--- config.mk ---
export PLATFORM = sky130hd
export DESIGN_NAME = alu_exec_unit
export DESIGN_NICKNAME = d
export VERILOG_FILES = /design/src/rtl/alu_exec_unit.sv
export SDC_FILE = /design/constraint.sdc
export NUM_CORES = 1
export LEC_CHECK = 0
export CAP_MARGIN = 20
export CORE_ASPECT_RATIO = 0.75
export CORE_MARGIN = 10
export CORE_UTILIZATION = 35
export CTS_BUF_LIST = sky130_fd_sc_hd__clkbuf_4
export CTS_CLUSTER_SIZE = 20
export DETAILED_ROUTE_END_ITERATION = 7
export GPL_TIMING_DRIVEN = 0
export HOLD_SLACK_MARGIN = 0.12
export SLEW_MARGIN = 40
export SYNTH_ARGS = -nofsm -noshare
export SYNTH_HDL_FRONTEND = slang
export SYNTH_SLANG_ARGS = --single-unit
--- constraint.sdc ---
create_clock -name clk_i -period 5.6 [get_ports clk_i]
set_input_delay 1.12 -clock clk_i [delete_from_list [all_inputs] [get_ports clk_i]]
set_output_delay 1.12 -clock clk_i [all_outputs]
set_load 0.01 [all_outputs]
--- src/rtl/alu_exec_unit.sv ---
// EX-stage ALU: single-cycle AND/OR/ADD/SUB, iterative shift-add MUL with
// a valid/busy/done handshake so the pipeline can stall while a multiply runs.
module alu_exec_unit #(
  parameter int WIDTH = 32
) (
  input  logic             clk_i,
  input  logic             rst_i,
  input  logic             valid_i,
  input  logic [2:0]       ALUCtrl_i,
  input  logic [WIDTH-1:0] data1_i,
  input  logic [WIDTH-1:0] data2_i,
  output logic             busy_o,
  output logic             done_o,
  output logic [WIDTH-1:0] result_o,
  output logic             zero_o
);

  localparam int CW = $clog2(WIDTH + 1);

  localparam logic [2:0] OP_AND = 3'b001;
  localparam logic [2:0] OP_OR  = 3'b010;
  localparam logic [2:0] OP_ADD = 3'b011;
  localparam logic [2:0] OP_SUB = 3'b100;
  localparam logic [2:0] OP_MUL = 3'b101;

  typedef enum logic {
    ST_IDLE = 1'b0,
    ST_MUL  = 1'b1
  } state_e;

  state_e           state_q;
  logic             busy_q;
  logic             done_q;
  logic [WIDTH-1:0] result_q;
  logic             zero_q;
  logic [WIDTH-1:0] m_q;
  logic [WIDTH-1:0] q_q;
  logic [WIDTH-1:0] p_q;
  logic [CW-1:0]    cnt_q;

  logic [WIDTH-1:0] alu_d;
  logic [WIDTH-1:0] step_d;
  logic [WIDTH-1:0] first_pp_d;

  // Single-cycle op result, next accumulator value and the bit-0 partial product
  always_comb begin
    alu_d = '0;
    case (ALUCtrl_i)
      OP_AND:  alu_d = data1_i & data2_i;
      OP_OR:   alu_d = data1_i | data2_i;
      OP_ADD:  alu_d = data1_i + data2_i;
      OP_SUB:  alu_d = data1_i - data2_i;
      default: alu_d = '0;
    endcase
    if (q_q[0]) begin
      step_d = p_q + m_q;
    end else begin
      step_d = p_q;
    end
    if (data2_i[0]) begin
      first_pp_d = data1_i;
    end else begin
      first_pp_d = '0;
    end
  end

  // Control FSM and datapath registers. The bit-0 partial product is folded
  // into the accept edge so the multiply holds busy for exactly WIDTH-1 cycles.
  always_ff @(posedge clk_i) begin
    if (rst_i) begin
      state_q  <= ST_IDLE;
      busy_q   <= 1'b0;
      done_q   <= 1'b0;
      result_q <= '0;
      zero_q   <= 1'b1;
      m_q      <= '0;
      q_q      <= '0;
      p_q      <= '0;
      cnt_q    <= '0;
    end else begin
      done_q <= 1'b0;
      case (state_q)
        ST_IDLE: begin
          if (valid_i) begin
            if (ALUCtrl_i == OP_MUL) begin
              m_q     <= data1_i << 1;
              q_q     <= data2_i >> 1;
              p_q     <= first_pp_d;
              cnt_q   <= CW'(1);
              busy_q  <= 1'b1;
              state_q <= ST_MUL;
            end else begin
              result_q <= alu_d;
              zero_q   <= (alu_d == '0);
              done_q   <= 1'b1;
            end
          end else begin
            state_q <= ST_IDLE;
          end
        end
        ST_MUL: begin
          m_q   <= m_q << 1;
          q_q   <= q_q >> 1;
          p_q   <= step_d;
          cnt_q <= cnt_q + CW'(1);
          if (cnt_q == CW'(WIDTH - 1)) begin
            result_q <= step_d;
            zero_q   <= (step_d == '0);
            done_q   <= 1'b1;
            busy_q   <= 1'b0;
            state_q  <= ST_IDLE;
          end else begin
            state_q <= ST_MUL;
          end
        end
        default: begin
          state_q <= ST_IDLE;
          busy_q  <= 1'b0;
        end
      endcase
    end
  end

  assign busy_o   = busy_q;
  assign done_o   = done_q;
  assign result_o = result_q;
  assign zero_o   = zero_q;

endmodule
### After elaboration in Yosys (flattened, before gate mapping)

Index checks and enable logic that the tools add are counted.

| operators by class | value |
|---|---|
| $add $sub $neg | 4 |
| equality and inequality tests | 10 |
| multiplexer cells | 35 |
| bitwise operators | 3 |
| reduce and logical (&&, ||, !) cells | 5 |

Operators with widths:

| cell | number |
|---|---|
| two-way mux 32 bit | 11 |
| case mux 32 bit (2 select lines) | 4 |
| case mux 32 bit (4 select lines) | 1 |
| adder 32 bit | 2 |
| zero test 32 bit | 2 |
| AND 32 bit | 1 |
| OR 32 bit | 1 |
| subtractor 32 bit | 1 |
| two-way mux 1 bit | 12 |
| two-way mux 6 bit | 2 |
| case mux 6 bit (2 select lines) | 1 |
| case mux 1 bit (2 select lines) | 4 |
| adder 6 x 1 -> 6 bit, second input constant | 1 |
| equality test 3 x 2 -> 1 bit, second input constant | 2 |
| equality test 3 bit, second input constant | 2 |
| equality test 6 x 5 -> 1 bit, second input constant | 1 |
| inequality test 2 bit, second input constant | 3 |
| AND reduction 3 bit | 2 |
| equality test 3 x 1 -> 1 bit, second input constant | 1 |
| inequality test 2 x 1 -> 1 bit, second input constant | 1 |
| AND reduction 2 bit | 1 |
| NOT 1 bit | 1 |

| storage, ports and cells | value |
|---|---|
| register bits after elaboration | 138 |
| output and inout port bits | 35 |

### Depth between registers and ports, before layout

| depth | value |
|---|---|
| depth in word-level cells | 6 |
| mapped depth | 21 |
| mapped depth without buffers | 21 |

### Worst setup path after synthesis

No wires, ideal clock.

| timing path | value |
|---|---|
| path kind | input to register |
| start point | input port data2_i[11] |
| end point | register zero_q (netlist: zero_o) |
| setup time | 0.073 ns |
| arrival | 5.847 ns |
| required time | 5.527 ns |
| slack | -0.320 ns |
| cell stages on the path | 20 |
| path buffers | 2 |
| path through | clkbuf_1 or4_4 or2_2 or3_1 or2_2 o21ai_0 xor2_1 ha_1 buf_2 nand2_1 nor4_4 nor2_1 mux2_2 or4_1 a22o_1 a22oi_1 nand4b_1 nor4_1 or4b_1 o211ai_2 |

| on the way | value |
|---|---|
| word-level cells in the longest chain between the ends | 6 |
| elaborated cells on any way between the ends | 9 |
| classes of those cells | add/sub (2); mux (4); bitwise (2); reduce/logical (1) |

Ends and longest elaborated chain:

| what | RTL line | RTL |
|---|---|---|
| from (decl) | 11 | `input logic [WIDTH-1:0] data2_i,` |
| subtractor 32 bit (tied with other cells) | 52 | `OP_SUB: alu_d = data1_i - data2_i;` |
| case mux 32 bit (4 select lines) * | 48 | `case (ALUCtrl_i)` |
| zero test 32 bit * | 94 | `zero_q <= (alu_d == '0);` |
| two-way mux 1 bit * | 85 | `if (ALUCtrl_i == OP_MUL) begin` |
| two-way mux 1 bit * | 84 | `if (valid_i) begin` |
| case mux 1 bit (2 select lines) * | 82 | `case (state_q)` |
| to (signal assigned) | 94 |  |
| to (signal assigned) | 108 | `zero_q <= (step_d == '0);` |
| to (decl) | 35 | `logic zero_q;` |

Mark *: on every way between the ends. The rest lies on a longest branch, timed or not. The select of a mux whose other input is x is not followed.
A chain may end at the register's enable or synchronous reset.

### Worst setup path after layout

| timing path | value |
|---|---|
| start point | input port ALUCtrl_i[1] |
| end point | register zero_q (netlist: zero_o) |

| on the way | value |
|---|---|
| word-level cells in the longest chain between the ends | 6 |
| elaborated cells on any way between the ends | 12 |
| classes of those cells | eq/ne (6); mux (4); reduce/logical (2) |

Ends and longest elaborated chain:

| what | RTL line | RTL |
|---|---|---|
| from (decl) | 9 | `input logic [2:0] ALUCtrl_i,` |
| equality test 3 bit (tied with other cells) | 48 |  |
| case mux 32 bit (4 select lines) | 48 |  |
| zero test 32 bit | 94 |  |
| two-way mux 1 bit | 85 |  |
| two-way mux 1 bit | 84 |  |
| case mux 1 bit (2 select lines) | 82 |  |

Several ways; a longest one is shown, not always the timed one. The select of a mux whose other input is x is not followed.

==> summary.md <==
| Metric | Value |
|---|---|
| WL per Instance | `24.6 µm` |
| Power, Total | `2850 µW` |
| Htree depth | `4` |
| Area used by multi-input combinational logic | `0.00897 mm²` |
| FF-to-FF path depth | `14` |
| CTS tree | `built` |
| Post-Syn Nets | `1824` |
| Leading area contributor after synthesis | `dfxtp_1` |
| Worst-Margin Slew | `864 ps` |
| Register area share after synthesis | `22.8%` |
| Yosys warning count | `0` |
| Reg area | `0.00272 mm²` |
| Synth Instances | `1687` |
| WP data arrival | `6120 ps` |
| Initial antenna violation count | `3` |
| Largest net degree at the start of global routing | `17` |
| # nets final | `1955` |
| Pre-CTS setup slack | `-2040 ps` |
| Fin crit share | `99.2%` |
| WP data required | `6160 ps` |
| Vias in the first global route | `12935` |
| Main flop type after synthesis | `dfxtp_1` |
| DP Area | `0.0135 mm²` |
| Later-pin clock latency in the skew report | `640 ps` |
| Reg clk slew, reported paths | `140 ps` |
| Syn avg cell area | `7.08 µm²` |
| Final WL | `56200 µm` |
| Crit path to | `zero_o` |
| # DRC | `0` |
| WS Path Type | `input port to flip-flop` |
| Max_cap viols | `0` |
| Util after Layout | `42.4%` |
| First-pass GRT wire length | `82400 µm` |
| Minimum clock period | `5550 ps` |
| Fraction of layout cells with a size suffix above 1 | `8.03%` |
| Gr ovfl total | `0` |
| Drt first pass iters | `8` |
| Drt via density | `6.24` |
| Layout Skew | `35.5 ps` |
| First DRT Iteration DRCs | `1905` |
| Initial Utilization | `35.5%` |
| Fin. max-slew vios | `0` |
| Final worst slack | `47.6 ps` |
| Status | `finished clean` |
| Crit. Startpoint | `ALUCtrl_i[1]` |
| R2R setup slack | `1230 ps` |
| Core Rows | `58` |
| Core ar. | `0.0336 mm²` |
| Commonest cells post-synth | `246 x a21oi_1, 234 x nand2_1, 160 x nor2_1` |
| Async SR Flop Fraction | `0%` |
| Synth top area share | `22.8%` |
| Root Buffer | `clkbuf_4` |
| F_max | `180 MHz` |
| Die X | `233 µm` |
| Die height | `180 µm` |
| Main area contributors after synthesis | `dfxtp_1 23%, a21oi_1 10%, nand2_1 7.4%` |
| Crit start category | `input port` |
| Flops & latches, synth | `136` |
| Static Leakage | `0.00542 µW` |
| Pwr Density | `200 mW/mm²` |
| Routed Antenna Nets | `0` |
| Vias | `14249` |
| Max clock buf depth | `2` |
| Crit path capture type | `flip-flop` |
| GP Congestion | `0.991` |
| Relative slew slack | `42.4%` |
| Placed cell count | `2236` |
| Placed wire-length estimate | `44300 µm` |
| Hold_buf cts | `0` |
| Gr usage total | `25.6%` |
| EDFF count, synth | `0` |
| Post-synth cell types | `79` |
| Worst Hold Class | `flip-flop to flip-flop` |
| Cts bufs inserted | `17` |
| Crit-path max FO | `10` |
| Most common cell in the netlist | `a21oi_1` |
| R2r endpoint | `zero_o` |
| Synthesized cell area | `0.0119 mm²` |
| Final setup violation count | `0` |
| I/O pin count | `105` |
| Fillers | `3531` |
| Layout Cells excl Fill | `2284` |
| Reg2reg start | `m_q[1]` |
| Layout area overhead | `19.3%` |
| Endpoints failing hold | `0` |
| Number of port buffers | `99` |
| Full die area | `0.0420 mm²` |
| Layout Cell Area excl Fill | `0.0143 mm²` |
| TritonCTS sink count | `136` |
| Peak VDD IR | `124 µV` |
## cell usage in the layout, fill, tap and decap left out, types with 25 or more instances in the layout
cell and n:
a21oi_1 239, nand2_1 230, nor2_1 159, dfxtp_1 136
clkbuf_1 86, clkdlybuf4s50_1 77, a211oi_1 63, ha_1 60
o21ai_0 52, a21o_1 49, and3_1 36, xnor2_1 34
nand3_1 31, o211ai_1 31, xor2_1 29, inv_1 28
nor3_1 25
## cells by family (layout without fill, tap and decap cells)
family	Yosys count	count (layout)	share of synthesized area, %
adder cells (fa/ha/maj)	67	67	7.15
other	0	3	0
buffers and inverters	154	298	4.89
XOR/XNOR	68	68	5.05
AND/OR/NAND/NOR	627	627	25.1
multiplexers	24	24	2.04
AO/OA/AOI/OAI	611	611	33.0
flip-flops	136	136	22.8
## sequential cells by signal, indices dropped and copies added (netlist names)
register,cells
busy_o,1
cnt_q,6
done_o,1
m_q,31
p_q,32
q_q,31
result_o,32
state_q,1
zero_o,1
## final cells by class
| cell class | instances | area share, % |
|---|---|---|
| Clock inverter | 15 | 1.23 |
| Buffer | 120 | 3.41 |
| Timing Repair Buffer | 116 | 7.59 |
| Clock buffer | 17 | 0.896 |
| Multi-Input combinational cell | 1397 | 63.0 |
| Tap cell | 450 | 3.95 |
| Antenna cell | 3 | 0.0527 |
| Inverter | 30 | 0.790 |
| Sequential cell | 136 | 19.1 |
## layer usage
| layer | vias to the layer above | part of all wire, % | GRT usage (%) |
|---|---|---|---|
| met4 | 4 | 2.7 | 7.67 |
| met3 | 80 | 14 | 10.2 |
| met2 | 845 | 38 | 33.2 |
| met1 | 6809 | 45 | 37.0 |
| li1 | 6511 | - | - |
| met5 | - | 0.19 | 2.04 |
## stage by stage
| step | setup TNS (ps) | hold WS (ps) |
|---|---|---|
| 2_1_floorplan | 0 | 432 |
| 4_1_cts | 0 | 467 |
| 6_report | 0 | 465 |
| 3_3_place_gp | -29700 | 443 |
| 5_1_grt | -10.2 | 484 |
| 3_5_place_dp | -28000 | 448 |
## worst min path at each step
stage                               to         start  cells past startpoint
final                     result_o[15]  result_o[15]                      2
after global routing      result_o[15]  result_o[15]                      2
after CTS                 result_o[15]  result_o[15]                      2
after detailed placement   result_o[6]   result_o[6]                      2
after global placement    result_o[16]  result_o[16]                      2
after floorplan                 q_q[0]        q_q[1]                      2
## power by group
part           internal [µW]  switching [µW]
Clock                    310             453
Combinational            384             666
Sequential              1010            33.5
## critical path: stages
cell and delay (ps):
dlygate4sd2_1 360, or3b_4 490, clkbuf_4 240, clkbuf_4 260, o31ai_1 120, xor2_1 180
ha_1 260, clkbuf_1 230, a21oi_1 240, o21ai_0 130, a21o_1 260, a2111oi_4 370
and4_2 340, o211ai_1 110, nor4_2 350, nand4b_1 210, nor4_2 230, or4b_4 520
o211ai_2 80
## timing repair
action                     CTS  global route
gates resized for setup     75            41
setup endpoints to repair   24             1
pin swaps                   15            13
setup buffers               17             0
(Power assumes the default switching activity.)
==> edit: new RTL, config.mk and constraints unchanged <==
Change the parameter `WIDTH` from 32 to 64.
--- a/src/rtl/alu_exec_unit.sv
+++ b/src/rtl/alu_exec_unit.sv
@@ -3,3 +3,3 @@
 module alu_exec_unit #(
-  parameter int WIDTH = 32
+  parameter int WIDTH = 64
 ) (
Interface: changed (resized data1_i, data2_i and result_o); port bits go from 105 to 201. No check against the original RTL was run, so the function may have changed too.
==> edit against the unedited design <==
The flow now finishes with violations (design-rule violations, negative setup slack). Cell count up 100%. First-iteration DRC count up 140%. Synthesized area up 96%. Non-clock buffer count up 245. Setup slack worse by 0.68 ns. Power up 110%. Final area up 100%. Routed wire length up 130%. Sequential cell count up 129. Largest cell class unchanged.
==> edit: results (changes against the unedited design) <==
{
  "outcome": {
    "run_status": {"value": "complete, but fails checks", "change": "was completed"},
    "failed_checks": "design-rule violations, negative setup slack"
  },
  "timing": {
    "fin_skew": {"value": 0.0826, "unit": "ns", "change": "was 0.0355 ns"},
    "final_ws_setup": {"value": -0.637, "unit": "ns", "change": "was 0.0476 ns"},
    "setup_viol": {"value": 12, "change": "was 0"}
  },
  "synthesis": {
    "synth-seq-area-share": {"value": 22.7, "unit": "%", "change": "was 22.8%"},
    "syn-num-nets": {"value": 3673, "change": "was 1824"},
    "ys_top_cells_by_area": {"value": "sky130_fd_sc_hd__dfxtp_1, sky130_fd_sc_hd__a21oi_1, sky130_fd_sc_hd__nand2_1, sky130_fd_sc_hd__ha_1, sky130_fd_sc_hd__nor2_1", "change": "unchanged"},
    "post_synthesis_cell_type_count": {"value": 91, "change": "was 79"},
    "syn_inst": {"value": 3408, "change": "was 1687"}
  },
  "setup_path": {
    "worst_ep_arrival_time": {"value": 7.09, "unit": "ns", "change": "was 6.12 ns"},
    "critical_path.slowest_cell": {"value": "sky130_fd_sc_hd__or4_4", "change": "was sky130_fd_sc_hd__or4b_4"},
    "worstSetupStartpoint": {"value": "data2_i[16]", "change": "was ALUCtrl_i[1]"},
    "critical_path_fanout_max": {"value": 5, "change": "was 10"},
    "worst_r2r_startpoint": {"value": "q_q[0]", "change": "was m_q[1]"}
  },
  "detailed_routing": {
    "wl_per_cell": {"value": 27.3, "unit": "um", "change": "was 24.6 um"},
    "drc_errors": {"value": 12, "change": "was 0"},
    "drt-initial-drc-count": {"value": 4508, "change": "was 1905"},
    "route.final.wire_length": {"value": 127000, "unit": "um", "change": "was 56200 um"},
    "vias": {"value": 29400, "change": "was 14200"}
  },
  "global_routing": {
    "grt_start_max_net_pins": {"value": 13, "change": "was 17"},
    "grt_first_pass_wirelength": {"value": 181000, "unit": "um", "change": "was 82400 um"}
  },
  "placement": {
    "place_hpwl": {"value": 101000, "unit": "um", "change": "was 44300 um"},
    "pre_cts_ws": {"value": -2.87, "unit": "ns", "change": "was -2.04 ns"},
    "dpl-instance-area": {"value": 26600, "unit": "um^2", "change": "was 13500 um^2"},
    "port-buffer-count": {"value": 193, "change": "was 99"},
    "gpl.final_weighted_congestion": {"value": 1.06, "change": "was 0.991"}
  },
  "clock_tree": {
    "cts_max_path_buffers": {"value": 3, "change": "was 2"},
    "cts_made_buffers": {"value": 75, "change": "was 17"},
    "cts-htree-levels": {"value": 3, "change": "was 4"},
    "insertion_delay": {"value": 0.92, "unit": "ns", "change": "was 0.64 ns"},
    "clk_pin_slew_worst_paths": {"value": 0.09, "unit": "ns", "change": "was 0.14 ns"}
  },
  "power": {
    "leakage_power_of_the_design": {"value": 11.1, "unit": "nW", "change": "was 5.42 nW"}
  },
  "final_layout": {
    "fillers": {"value": 6946, "change": "was 3531"},
    "layout_overhead_on_the_synthesized_area": {"value": 24.1, "unit": "%", "change": "was 19.3%"}
  },
  "min_path": {
    "hold_start": {"value": "result_o[25]", "change": "was result_o[15]"}
  }
}
## edit: changes by cell type after synthesis, sizes merged, moves of 35 or more
| cell | unedited run | this run |
|---|---|---|
| a211oi | 68 | 33 |
| xor2 | 31 | 76 |
| clkbuf | 98 | 188 |
| a21oi | 247 | 578 |
| xnor2 | 37 | 76 |
| o21ai | 59 | 173 |
| nor3 | 27 | 74 |
| nand4 | 17 | 59 |
| dfxtp | 136 | 265 |
| nor2 | 160 | 364 |
| ha | 65 | 129 |
| nand2 | 234 | 548 |
| a22oi | 18 | 63 |
| a21o | 50 | 107 |
## edit: per-layer routing
layer / GRT usage [%] / wire length (um) / share of wire (%) / vias up
met3: 11.4 / 18400 / 14 / 299
met2: 40.5 / 47700 / 38 / 1949
met4: 11.4 / 5340 / 4.2 / 6
met1: 43.6 / 55600 / 44 / 14000
li1: - / - / - / 13100
met5: 0 / 32 / 0.025 / -
## edit: area by class of cell
cell class	count	area share, %
well taps	871	3.76
multi-input cells	2856	62.1
clock buffers	102	2.64
flip-flops and latches	265	18.3
clock inverters	31	0.673
plain buffers	226	3.32
inverters	50	0.652
repair buffers	255	8.53
diodes	3	0.0259
## edit: path summary, 6_finish.rpt
path	endpoint	slack, ns	cells after the start
max	zero_o	-0.64	23
min	result_o[25]	0.45	2
max reg2reg	zero_o	-0.12	12
min reg2reg	result_o[25]	0.45	2
## edit: report_power, final
part / switching, mW / internal (mW)
Clock: 1.02 / 0.946
Sequential: 0.0582 / 1.95
Combinational: 1.37 / 0.761
## edit: cell families after synthesis
kind of cell    synth area share (%)
compound gates                  33.5
xor+xnor                        5.70
fa+ha+maj                       7.08
buf+inv                         4.68
flops                           22.7
mux                             2.23
simple gates                    24.1
## edit: repair_timing
item | CTS | global route
gates resized for setup | 152 | 131
buffers inserted | 31 | 24
pin swaps | 41 | 47
setup endpoints to repair | 53 | 36
## edit: tightest hold or removal path: cells and delay by family (launching register included)
family,cells,cell delay (ns)
flops,1,0.31
simple gates,1,0.05
compound gates,1,0.05
